--- src/rtl/id_hazard_ctrl.sv ---
// id_hazard_ctrl: decode-stage hazard control over a shadow EX/MEM/WB scoreboard.
// Define HAZARD_FWD_EN to enable forwarding selects; otherwise every producer match stalls.
module id_hazard_ctrl #(
   parameter int CNT_W = 16
) (
   input  logic             i_clk,
   input  logic             i_reset,
   input  logic             i_idValid,
   input  logic [4:0]       i_rs1,
   input  logic [4:0]       i_rs2,
   input  logic             i_useRs1,
   input  logic             i_useRs2,
   input  logic [4:0]       i_rd,
   input  logic             i_regWrite,
   input  logic             i_memRead,
   input  logic             i_branchTaken,
   output logic             o_stallIF,
   output logic             o_stallID,
   output logic             o_bubbleEX,
   output logic             o_flushID,
   output logic [1:0]       o_fwdA,
   output logic [1:0]       o_fwdB,
   output logic [CNT_W-1:0] o_stallCnt
);
   logic       r_ex_v, r_ex_rw, r_ex_mr, r_mem_v, r_mem_rw, r_wb_v, r_wb_rw;
   logic [4:0] r_ex_rd, r_mem_rd, r_wb_rd;
   logic       w_ex_a, w_ex_b, w_mem_a, w_mem_b, w_wb_a, w_wb_b;
   logic       w_hazard, w_stall, w_adv;

   function automatic logic f_match(input logic v, input logic rw, input logic [4:0] rd,
                                    input logic [4:0] r, input logic use_r);
      return v & rw & (rd == r) & (r != 5'd0) & use_r;
   endfunction

   always_comb begin
      w_ex_a  = f_match(r_ex_v,  r_ex_rw,  r_ex_rd,  i_rs1, i_useRs1);
      w_ex_b  = f_match(r_ex_v,  r_ex_rw,  r_ex_rd,  i_rs2, i_useRs2);
      w_mem_a = f_match(r_mem_v, r_mem_rw, r_mem_rd, i_rs1, i_useRs1);
      w_mem_b = f_match(r_mem_v, r_mem_rw, r_mem_rd, i_rs2, i_useRs2);
      w_wb_a  = f_match(r_wb_v,  r_wb_rw,  r_wb_rd,  i_rs1, i_useRs1);
      w_wb_b  = f_match(r_wb_v,  r_wb_rw,  r_wb_rd,  i_rs2, i_useRs2);
`ifdef HAZARD_FWD_EN
      w_hazard = (r_ex_mr & (w_ex_a | w_ex_b)) | w_wb_a | w_wb_b;
`else
      w_hazard = w_ex_a | w_ex_b | w_mem_a | w_mem_b | w_wb_a | w_wb_b;
`endif
      w_stall    = ~i_reset & i_idValid & w_hazard;
      o_flushID  = ~i_reset & i_branchTaken;
      o_stallIF  = w_stall & ~i_branchTaken;
      o_stallID  = o_stallIF;
      o_bubbleEX = w_stall | o_flushID;
      w_adv      = i_idValid & ~o_bubbleEX;
   end

   always_ff @(posedge i_clk) begin
      if (i_reset) begin
         {r_ex_v, r_mem_v, r_wb_v} <= '0;
         {r_ex_rw, r_ex_mr, r_mem_rw, r_wb_rw} <= '0;
         {r_ex_rd, r_mem_rd, r_wb_rd} <= '0;
         o_stallCnt <= '0;
      end else begin
         {r_wb_v, r_wb_rw, r_wb_rd}    <= {r_mem_v, r_mem_rw, r_mem_rd};
         {r_mem_v, r_mem_rw, r_mem_rd} <= {r_ex_v, r_ex_rw, r_ex_rd};
         r_ex_v  <= w_adv;
         r_ex_rw <= i_regWrite;
         r_ex_mr <= i_memRead;
         r_ex_rd <= i_rd;
         if (o_stallID && o_stallCnt != '1) o_stallCnt <= o_stallCnt + 1'b1;
      end
   end

`ifdef HAZARD_FWD_EN
   // EX producer is the youngest, so it takes priority over MEM
   always_ff @(posedge i_clk) begin
      if (i_reset || !w_adv) begin
         o_fwdA <= 2'b00;
         o_fwdB <= 2'b00;
      end else begin
         o_fwdA <= w_ex_a ? 2'b01 : w_mem_a ? 2'b10 : 2'b00;
         o_fwdB <= w_ex_b ? 2'b01 : w_mem_b ? 2'b10 : 2'b00;
      end
   end
`else
   assign o_fwdA = 2'b00;
   assign o_fwdB = 2'b00;
`endif
endmodule

--- config.mk ---
export PLATFORM = sky130hd
export DESIGN_NAME = id_hazard_ctrl
export DESIGN_NICKNAME = d
export VERILOG_FILES = /design/src/rtl/id_hazard_ctrl.sv
export SDC_FILE = /design/constraint.sdc
export NUM_CORES = 1
export LEC_CHECK = 0
export ABC_AREA = 1
export CORE_ASPECT_RATIO = 1.25
export CORE_MARGIN = 2
export CORE_UTILIZATION = 40
export CTS_BUF_LIST = sky130_fd_sc_hd__clkbuf_8
export CTS_CLUSTER_DIAMETER = 150
export DETAILED_ROUTE_END_ITERATION = 10
export DONT_BUFFER_PORTS = 1
export PLACE_DENSITY_LB_ADDON = 0.12
export SYNTH_ARGS = -nofsm -noshare
export SYNTH_HDL_FRONTEND = slang
export SYNTH_SLANG_ARGS = --single-unit
export TNS_END_PERCENT = 1
--- constraint.sdc ---
create_clock -name i_clk -period 5 [get_ports i_clk]
set_clock_uncertainty 0.15 [all_clocks]
set_input_delay 1 -clock i_clk [delete_from_list [all_inputs] [get_ports i_clk]]
set_output_delay 1 -clock i_clk [all_outputs]
set_load 0.05 [all_outputs]
==> out/qor.csv <==
metric,value,unit
status,completed,
Placement Setup Slack,1480,ps
area share of the largest cell type after synthesis,33.5,%
Slew @ Worst Pin,943,ps
"commonest cells after routing, fill and taps aside","nand2_1 (111), nor2_1 (51), inv_1 (44), dfxtp_1 (37), nand3_1 (14)",
Gate Count Post-Synth,348,
CTS tree,done,
Initial DRT Pass Iterations,4,
synthesis-stage register bit count,37,
die height,87.1,um
cell taking the most area after synthesis,dfxtp_1,
CTS resizes,0,
Cell variety after synth,27,
Relative slew margins,36.7,%
VDD IR-drop max,0.111,mV
sequential area share after synthesis,33.5,%
HP Class,reg2reg,
"Reg clk slew, reported paths",80,ps
Area Growth Syn to Fin,4.81,%
clk sinks,37,
fraction of the cycle the final worst path needs,70.5,%
Netlist Area Pre-Place,2210,um^2
gr ovfl total,0,
Switching Fraction,26.1,%
number of global-route vias before repair,1907,
DR WL/cell,12.3,um
Max Fclk,283,MHz
initial antenna violation count,0,
clock power share,36.5,%
Num CTS Buffers,5,
Placer Congestion,0.854,
die area,6150,um^2
Yosys Warn Count,0,
Root Driver,clkbuf_8,
diodes inserted,0,
"Hold-fix buffers, CTS",0,
io pins,47,
Logic pwr share,8.6,%
Setup WS post-layout,1470,ps
Die X,70.5,um
reg2reg setup slack,2560,ps
Internal Power,0.000411,W
synth top area cells,"dfxtp_1 (33%), nand2_1 (19%), nor2_1 (8.7%), inv_1 (7.5%), xor2_1 (4.8%)",
final setup violation count,0,
Clock Latency Late Sink,290,ps
final wirelength,5.07,mm
Core ar.,5370,um^2
RSZ-0062 raised after global routing,false,
max cap viols,0,
Startpoint Class,input port,
share of cells above drive strength 1,13.2,%
max-slew violation count,0,
Net Switching,0.000145,W
Total GRT Usage,17.6,%
drc violations,0,
via count,1954,
H-tree lvl count,2,
crit path DAT,2380,ps
Hold Fails Final Rpt,0,
post-synthesis area per instance,6.36,um^2
final instance area,2320,um^2
clock buffer depth,2,
power per cell area,240,nW/um^2
minimum clock period,3530,ps
Worst EP required,3850,ps
DRT iter0 DRCs,57,
"commonest non-fill, non-tap cell in the layout",nand2_1,
nets,371,
first-pass GRT wire length,8.49,mm
CP Class,in2out,
sequential share of power,54.9,%
CP max FO,5,
Row Count,30,
Post-CTS Setup Bufs,0,
setup TNS,0,ps
vias per cell,4.74,
Initial Utilization,41.2,%
Lkg Pwr,1.03,nW
largest net degree at the start of global routing,40,
port bufs,0,
antenna-violating nets left,0,
crit end category,primary output,
HPWL after DPL,3.86,mm
post-placement cell area,2230,um^2
==> per-layer routing <==
| metal | GRT usage [%] | part of all wire [%] | wire, um | up-vias |
|---|---|---|---|---|
| met5 | 0 | 0 | 0 | - |
| met2 | 31.5 | 51 | 2600 | 44 |
| met4 | 8.39 | 2.1 | 106 | 0 |
| met3 | 5.67 | 6.3 | 319 | 8 |
| li1 | - | - | - | 1047 |
| met1 | 18.6 | 40 | 2050 | 855 |
==> worst paths after layout <==
check,startpoint,endpoint,depth (start not counted)
max,i_rs2[3],o_stallIF,10
min,r_mem_v,r_wb_v,2
max reg2reg,o_stallCnt[0],o_stallCnt[6],9
min reg2reg,r_mem_v,r_wb_v,2
==> state kept, by name, summed over array words and instances (netlist names) <==
name / count
o_stallCnt: 16
r_ex_rd: 5
r_ex_rw: 1
r_ex_v: 1
r_mem_rd: 5
r_mem_rw: 1
r_mem_v: 1
r_wb_rd: 5
r_wb_rw: 1
r_wb_v: 1
==> per-stage QoR <==
stage | utilization (%) | instances | hold WS (ps) | total power [W]
6_report | 43.2 | 412 | 270 | 0.000556
5_1_grt | 43.2 | 412 | 288 | 0.000586
4_1_cts | 43.2 | 412 | 271 | 0.000567
3_5_place_dp | 41.6 | 404 | 260 | 0.000360
3_3_place_gp | 41.6 | 404 | 256 | 0.000360
2_1_floorplan | - | 351 | 253 | 0.000359
==> power groups by stage <==
stage	logic, W	registers, W	clock network (W)
detailed placement	0.0000478	0.000313	0
global route	0.0000551	0.000307	0.000224
global placement	0.0000476	0.000312	0
floorplan	0.0000476	0.000311	0
finish	0.0000476	0.000306	0.000203
CTS	0.0000480	0.000306	0.000214
==> cell usage after synthesis <==
library cell / number
o21ai_0: 8
inv_2: 10
clkbuf_1: 1
nand2_2: 12
nor2_1: 51
nand2_4: 1
xnor2_1: 2
nand3_4: 1
nor4_1: 2
dfxtp_1: 37
inv_1: 44
a21oi_2: 10
a21oi_1: 6
nand2_1: 111
nand3_1: 14
nor2_4: 1
xor2_1: 12
nor4_2: 2
buf_1: 3
nand4_1: 6
nor3_1: 3
nand4_2: 1
o21ai_1: 1
buf_4: 6
ha_1: 1
conb_1: 1
buf_6: 1
==> cell type report <==
class                   instances  area [um^2]
multi-input cells             249         1210
well taps                      64         80.1
clock buffers                   5         68.8
inverters                      54          203
clock inverters                 3         17.5
fillers                       606         3050
flip-flops and latches         37          741
==> cell families after synthesis <==
logic type | after synthesis | synth area share, %
xor+xnor | 14 | 5.54
other cells | 1 | 0.170
fa+ha+maj | 1 | 0.566
simple gates | 205 | 40.5
compound gates | 25 | 7.35
buf+inv | 65 | 12.4
flops | 37 | 33.5
==> critical path, cell delays in order <==
cell and delay, ps:
inv_2 20, nand2_1 80, nand2_1 60, nor2_1 110
nand3_1 90, nand3_1 120, nand2_2 70, nand2_4 100
nand3_4 80, inv_1 640
Power figures use the tool's default switching activity.
